File: src/rtl/uart_tx_sched.sv
// Shares one uart_tx between CPU stores (priority, never stalled) and an aux source through a small FIFO.
// Latency: push counted next cycle, empty-to-tx_en two cycles; backpressure: aux via aux_ready, CPU bytes dropped when full (sticky overflow).
module uart_tx_sched #(
    parameter int DEPTH_LOG2 = 2
) (
    input  logic                  clk,
    input  logic                  rst,
    input  logic                  cpu_valid,
    input  logic [7:0]            cpu_data,
    input  logic                  aux_valid,
    input  logic [7:0]            aux_data,
    output logic                  aux_ready,
    output logic                  tx_en,
    output logic [7:0]            tx_data,
    input  logic                  tx_busy,
    output logic [DEPTH_LOG2:0]   level,
    output logic                  overflow,
    input  logic                  clr_overflow
);

    localparam int DEPTH = 1 << DEPTH_LOG2;
    localparam logic [DEPTH_LOG2:0] FULL_LEVEL = {1'b1, {DEPTH_LOG2{1'b0}}};

    typedef enum logic [1:0] {
        IDLE      = 2'd0,
        WAIT_BUSY = 2'd1,
        WAIT_DONE = 2'd2
    } state_t;

    state_t                state;
    logic [1:0]            tmo_cnt;
    logic [7:0]            mem [DEPTH];
    logic [DEPTH_LOG2-1:0] wr_ptr;
    logic [DEPTH_LOG2-1:0] rd_ptr;
    logic                  full;
    logic                  empty;
    logic                  push;
    logic                  pop;
    logic                  drop;
    logic [7:0]            push_data;

    // Full/empty come from the registered level, so a same-cycle pop never frees a slot early.
    assign full      = (level == FULL_LEVEL);
    assign empty     = (level == '0);
    assign aux_ready = !full && !cpu_valid;
    assign drop      = cpu_valid && full;
    assign push      = (cpu_valid || aux_valid) && !full;
    assign push_data = cpu_valid ? cpu_data : aux_data;
    assign pop       = (state == IDLE) && !empty && !tx_busy;

    always_ff @(posedge clk) begin
        if (push) begin
            mem[wr_ptr] <= push_data;
        end
    end

    always_ff @(posedge clk) begin
        if (rst) begin
            wr_ptr <= '0;
            rd_ptr <= '0;
            level  <= '0;
        end else begin
            if (push) begin
                wr_ptr <= wr_ptr + 1'b1;
            end
            if (pop) begin
                rd_ptr <= rd_ptr + 1'b1;
            end
            if (push && !pop) begin
                level <= level + 1'b1;
            end else if (pop && !push) begin
                level <= level - 1'b1;
            end
        end
    end

    // A drop in the same cycle as a clear keeps the flag set.
    always_ff @(posedge clk) begin
        if (rst) begin
            overflow <= 1'b0;
        end else if (drop) begin
            overflow <= 1'b1;
        end else if (clr_overflow) begin
            overflow <= 1'b0;
        end
    end

    always_ff @(posedge clk) begin
        if (rst) begin
            state   <= IDLE;
            tmo_cnt <= 2'd0;
            tx_en   <= 1'b0;
            tx_data <= 8'h00;
        end else begin
            tx_en <= 1'b0;
            case (state)
                IDLE: begin
                    if (pop) begin
                        tx_en   <= 1'b1;
                        tx_data <= mem[rd_ptr];
                        tmo_cnt <= 2'd0;
                        state   <= WAIT_BUSY;
                    end
                end
                WAIT_BUSY: begin
                    // No busy within the timeout means uart_tx missed the start pulse; move on.
                    if (tx_busy) begin
                        state <= WAIT_DONE;
                    end else if (tmo_cnt == 2'd2) begin
                        state <= IDLE;
                    end else begin
                        tmo_cnt <= tmo_cnt + 2'd1;
                    end
                end
                WAIT_DONE: begin
                    if (!tx_busy) begin
                        state <= IDLE;
                    end
                end
                default: begin
                    state <= IDLE;
                end
            endcase
        end
    end

endmodule

File: config.mk
export PLATFORM = sky130hd
export DESIGN_NAME = uart_tx_sched
export DESIGN_NICKNAME = d
export VERILOG_FILES = /design/src/rtl/uart_tx_sched.sv
export SDC_FILE = /design/constraint.sdc
export NUM_CORES = 1
export LEC_CHECK = 0
export ABC_AREA = 1
export BUFFER_PORTS_ARGS = -buffer_cell sky130_fd_sc_hd__buf_2
export CELL_PAD_IN_SITES_DETAIL_PLACEMENT = 1
export CELL_PAD_IN_SITES_GLOBAL_PLACEMENT = 1
export CORE_UTILIZATION = 30
export DETAILED_ROUTE_END_ITERATION = 7
export GPL_TIMING_DRIVEN = 1
export PLACE_DENSITY_LB_ADDON = 0.3
export SLEW_MARGIN = 20
export SYNTH_ARGS = -nofsm -noshare
export SYNTH_HDL_FRONTEND = slang
export SYNTH_SLANG_ARGS = --single-unit
File: constraint.sdc
create_clock -name clk -period 1.9 [get_ports clk]
set_clock_uncertainty 0.2 [all_clocks]
set_input_delay 0.285 -clock clk [delete_from_list [all_inputs] [get_ports clk]]
set_output_delay 0.285 -clock clk [all_outputs]
set_load 0.01 [all_outputs]
=== Yosys cells after proc, flatten, opt, wreduce, memory -nomap -nowiden ===
Memory sizes are Yosys's and may differ from the RTL's. A register that Yosys moved wholly into a read port is not among the register bits.
Index checks and enable logic that the tools add are counted.

* Bits in registers: 13
* RAM bits: 32
* Input port bits: 22
* Output and inout port bits: 14
* Word-level logic and storage cells: 63
* Memories kept: 1

* Add/subtract/negate cells: 5
* Eq/ne operators: 9
* Muxes and demuxes: 17
* Bitwise operators: 1
* Reductions and logical operators: 23

{| class="wikitable"
|+ Memory list
! name !! words !! bits a word !! read ports !! clocked after Yosys merged registers in !! write ports !! line !! text
|-
| mem || 4 || 8 || 1 || 1 || 1 || 32 || <nowiki>logic [7:0] mem [DEPTH];</nowiki>
|}

{| class="wikitable"
|+ Operators by type and width
! kind !! count
|-
| 2-to-1 mux 2 bit || 7
|-
| 2-to-1 mux 8 bit || 1
|-
| inequality test 2 bit, second input constant || 4
|-
| logical AND 1 bit || 7
|-
| adder 2 x 1 -> 2 bit, second input constant || 3
|-
| logical NOT 1 bit || 6
|-
| 2-to-1 mux 3 bit || 2
|-
| one-hot mux 2 bit (3 select lines) || 1
|-
| nonzero test 2 bit || 3
|-
| 2-to-1 mux 1 bit || 5
|-
| == test 2 bit, second input constant || 2
|-
| one-hot mux 2 bit (2 select lines) || 1
|-
| AND reduction 4 bit || 1
|-
| adder 3 x 1 -> 3 bit, second input constant || 1
|-
| == test 3 bit, second input constant || 1
|-
| logical NOT 3 bit || 1
|-
| inequality test 3 bit, second input constant || 1
|-
| AND reduction 3 bit || 1
|-
| subtractor 3 x 1 -> 3 bit, second input constant || 1
|-
| == test 2 x 1 -> 1 bit, second input constant || 1
|-
| logical NOT 2 bit || 1
|-
| AND reduction 2 bit || 1
|-
| OR reduction 2 bit || 1
|-
| logical OR 1 bit || 1
|-
| NOT 1 bit || 1
|}

=== Logic depth before layout (Yosys ltp) ===
* Depth after elaboration: 7
* Gate-level depth with buffers: 13
* Depth with buffers taken out: 12

=== Least setup slack after synthesis ===
No wires, ideal clock.

* Path kind: flip-flop to flip-flop
* From: reg level[0]
* To: reg level[2]
* Setup time: 0.113 ns
* Arrival: 1.758 ns
* Required time: 1.587 ns
* Setup slack: -0.171 ns
* Stages on the path, launching flop included: 12
* Path buffers: 1
* Period minus slack after synthesis: 2.071 ns
* Cell sequence: dfxtp_1 inv_1 nand3_2 nand2_4 buf_4 ha_1 inv_1 fa_1 a21oi_1 o21ai_0 nor2_1 nor2_1

* Longest elaborated chain between the ends: 7
* Elaborated cells on any way between the ends: 16
* Those cells by class: add/sub: 2; eq/ne: 1; mux: 2; reduce/logical: 11

{| class="wikitable"
|+ Ends and longest elaborated chain
! item !! line !! text
|-
| from (decl) || 16 || <nowiki>output logic [DEPTH_LOG2:0] level,</nowiki>
|-
| from (signal assigned) || 70 || <nowiki>level <= level + 1'b1;</nowiki>
|-
| from (signal assigned) || 72 || <nowiki>level <= level - 1'b1;</nowiki>
|-
| branches (longest 7 deep; another with subtractor 3 x 1 -> 3 bit) || - ||
|}

Several ways; the timed one is not identified. The select of a mux whose other input is x is not followed.
A chain may end at the register's enable or synchronous reset.

=== Final worst setup path ===
* From: reg level[2]
* To: reg level[2]

Same word-level chain as after synthesis.

==> flow_metrics.py <==
metrics = {
    "finish": {
        "drive_above_1_share_pct": 25.0,
        "areaGrowthSynthToFinish_pct": 19.7,
        "stdcell_count": 414,
        "nFillCells": 950,
        "fin_area_sq_mm": 0.00284,
        "nets": 340,
        "fin_util_pct": 36.9,
        "diodes": 0,
    },
    "detailed_routing": {
        "wire_per_inst_microns": 11.5,
        "vias": 1744,
        "ant_nets": 0,
        "vias_per_cell": 4.21,
        "wl_microns": 4770,
        "drtIter0Drc": 43,
        "drc": 0,
        "dr.pass1.iters": 4,
    },
    "critical_path": {
        "path_common_cell": "nand2_1",
        "required_ns": 1.94,
        "crit_path_start_kind": "flip-flop",
        "crit_chain": "inv_4 > nand3_4 > nand2_4 > ha_4 > inv_2 > fa_2 > a21oi_2 > o21ai_2 > nand2_1 > nand2_1 > nor2_1",
        "path_class": "flip-flop to flip-flop",
        "arrival_ns": 1.89,
        "slowest_stage": "dfxtp_2",
        "path_max_fanout": 3,
        "end_kind": "flip-flop",
        "critPathMaxStageDelay_ns": 0.37,
    },
    "clock_network": {
        "clock_latency_ns": 0.30,
        "cts_buffers": 5,
        "htree_levels": 2,
        "root_buffer": "clkbuf_8",
        "path_clk_slew_ns": 0.09,
        "hold_buffers": 0,
        "cts_tree": "built",
        "clock-sinks": 53,
        "cts_buffer_depth": 2,
    },
    "global_route": {
        "antenna_found_initial": 0,
        "grt_pass1_wl_microns": 8310,
        "grt-ovfl-total": 0,
        "grt_pass1_vias": 1782,
        "globalRouteTotalUtil_pct": 12.7,
        "grt_start_max_net_pins": 25,
    },
    "timing": {
        "finalCritPeriodShare_pct": 97.5,
        "hold_slack_ns": 0.0133,
        "slew_viol_final": 0,
        "tns_ns": 0,
        "setup_slack_ns": 0.0472,
        "setup-violations-final": 0,
        "tightest_slew_ns": 0.657,
        "rsz0062_at_grt": "true",
        "finalHoldViolCount": 0,
        "fmaxAchievable_mhz": 540,
        "fin_crit_ns": 1.85,
        "max_slew_margin_pct": 56.1,
    },
    "place": {
        "dp_worst_setup_slack_ns": -0.128,
        "place_area_sq_mm": 0.00268,
        "gp_congestion": 0.712,
        "dp.cells": 403,
        "io_buffers": 35,
        "dp_hpwl_microns": 3670,
    },
    "synth": {
        "synth_cells": 267,
        "synth.area.top_cells": "edfxtp_1, dfxtp_1, nand2_1, nor2_1, inv_1",
        "yosysTopAreaCell": "edfxtp_1",
        "ys_seq_elements": 53,
        "yosys_warnings": 0,
        "postSynth.asyncResetShare_pct": 0,
        "synthFlopType": "edfxtp_1",
        "synth_top_area_share_pct": 40.5,
        "synth.yosys.seq_area_share_pct": 58.2,
        "avgSynthCellArea_sq_um": 8.88,
        "yosysMostFrequentCell": "nand2_1",
        "netlist_area_sq_mm": 0.00237,
        "ys_types": 22,
        "synth_nets": 296,
        "synth_common_cells": "nand2_1, nor2_1, edfxtp_1, inv_1, dfxtp_1",
        "synth_edf_count": 32,
    },
    "pwr": {
        "power.internal_mw": 2.32,
        "fin_total_pwr_mw": 3.66,
        "clockPowerShare_pct": 17.8,
        "p_seq_share_pct": 45.0,
        "p_leak_nw": 1.25,
        "switching_share_pct": 36.7,
        "p_comb_share_pct": 37.2,
        "p_switching_mw": 1.34,
        "vdd_ir_drop_max_mv": 0.393,
        "power_density_mw_per_mm2": 1290,
    },
    "floorplan": {
        "initial_core_util_pct": 30.9,
        "die_w_microns": 90.9,
        "coreArea_sq_mm": 0.00769,
        "ioPinCount": 36,
        "fp.dieH_microns": 90.9,
        "die-area_sq_mm": 0.00827,
        "num_rows": 32,
    },
    "run": {
        "cap_violations": 0,
    },
    "status": {
        "status": "complete, no violations",
    },
    "worst_hold_path": {
        "hold_class": "primary input to flip-flop",
    },
}
## worst paths after layout
path,to,depth (start not counted),slack (ns),startpoint
max,level[2],11,0.05,level[2]
max reg2reg,level[2],11,0.05,level[2]
min,state[0],2,0.01,rst
min reg2reg,overflow,2,0.27,overflow
## repair_timing
item,in CTS,in global routing
pin swaps,0,3
buffers inserted,2,1
resized for setup,1,11
setup endpoints to repair,10,2
## power by group through the flow
stage                     clock network [mW]  logic, mW  registers [mW]
after floorplan                            0      0.904            1.69
after global placement                     0       1.20            1.67
after detailed placement                   0       1.25            1.68
after CTS                              0.684       1.31            1.64
after global routing                   0.720       1.58            1.68
final                                  0.650       1.36            1.65
## placed cells by master (no fill, tap or decap), drive strengths merged
| cell type | n |
|---|---|
| a21oi | 10 |
| buf | 45 |
| clkbuf | 5 |
| clkinvlp | 1 |
| dfxtp | 21 |
| edfxtp | 32 |
| fa | 1 |
| ha | 6 |
| inv | 31 |
| nand2 | 89 |
| nand3 | 7 |
| nor2 | 42 |
| o21ai | 21 |
| or2 | 1 |
## cell type report
type,instances,area (sq um),share of cell area (%)
multi-input cells,177,858,30.2
repair buffers,45,250,8.81
clock buffers,5,68.8,2.42
flip-flops and latches,53,1390,48.9
inverters,29,121,4.28
clock inverters,3,25.0,0.881
well taps,102,128,4.50
## layer usage
metal  up-vias  global-route usage (%)  wire (microns)
met5         -                       0               0
met4         0                    3.57              42
met3         2                    2.61             177
met2        32                    21.6            2260
met1       779                    16.2            2290
li1        931                       -               -
## logic make-up after synthesis
family	after synthesis	synth area share, %
buffers and inverters	37	7.70
AO/OA/AOI/OAI	31	6.54
AND/OR/NAND/NOR	139	23.5
adder cells (fa/ha/maj)	7	4.01
flip-flops	53	58.2
## critical path, delay by kind of cell, from the launching register on
family          cells  cell delay (ns)
compound gates      2             0.22
flops               1             0.37
fa+ha+maj           2             0.49
buf+inv             2             0.12
simple gates        5             0.38
## registers in the layout (all words and copies together) (netlist names)
| name | cells |
|---|---|
| overflow | 1 |
| tmo_cnt | 2 |
| level | 3 |
| mem | 32 |
| rd_ptr | 2 |
| state | 2 |
| wr_ptr | 2 |
| tx_en | 1 |
| tx_data | 8 |
No activity file was read; power rests on OpenSTA's default activity.
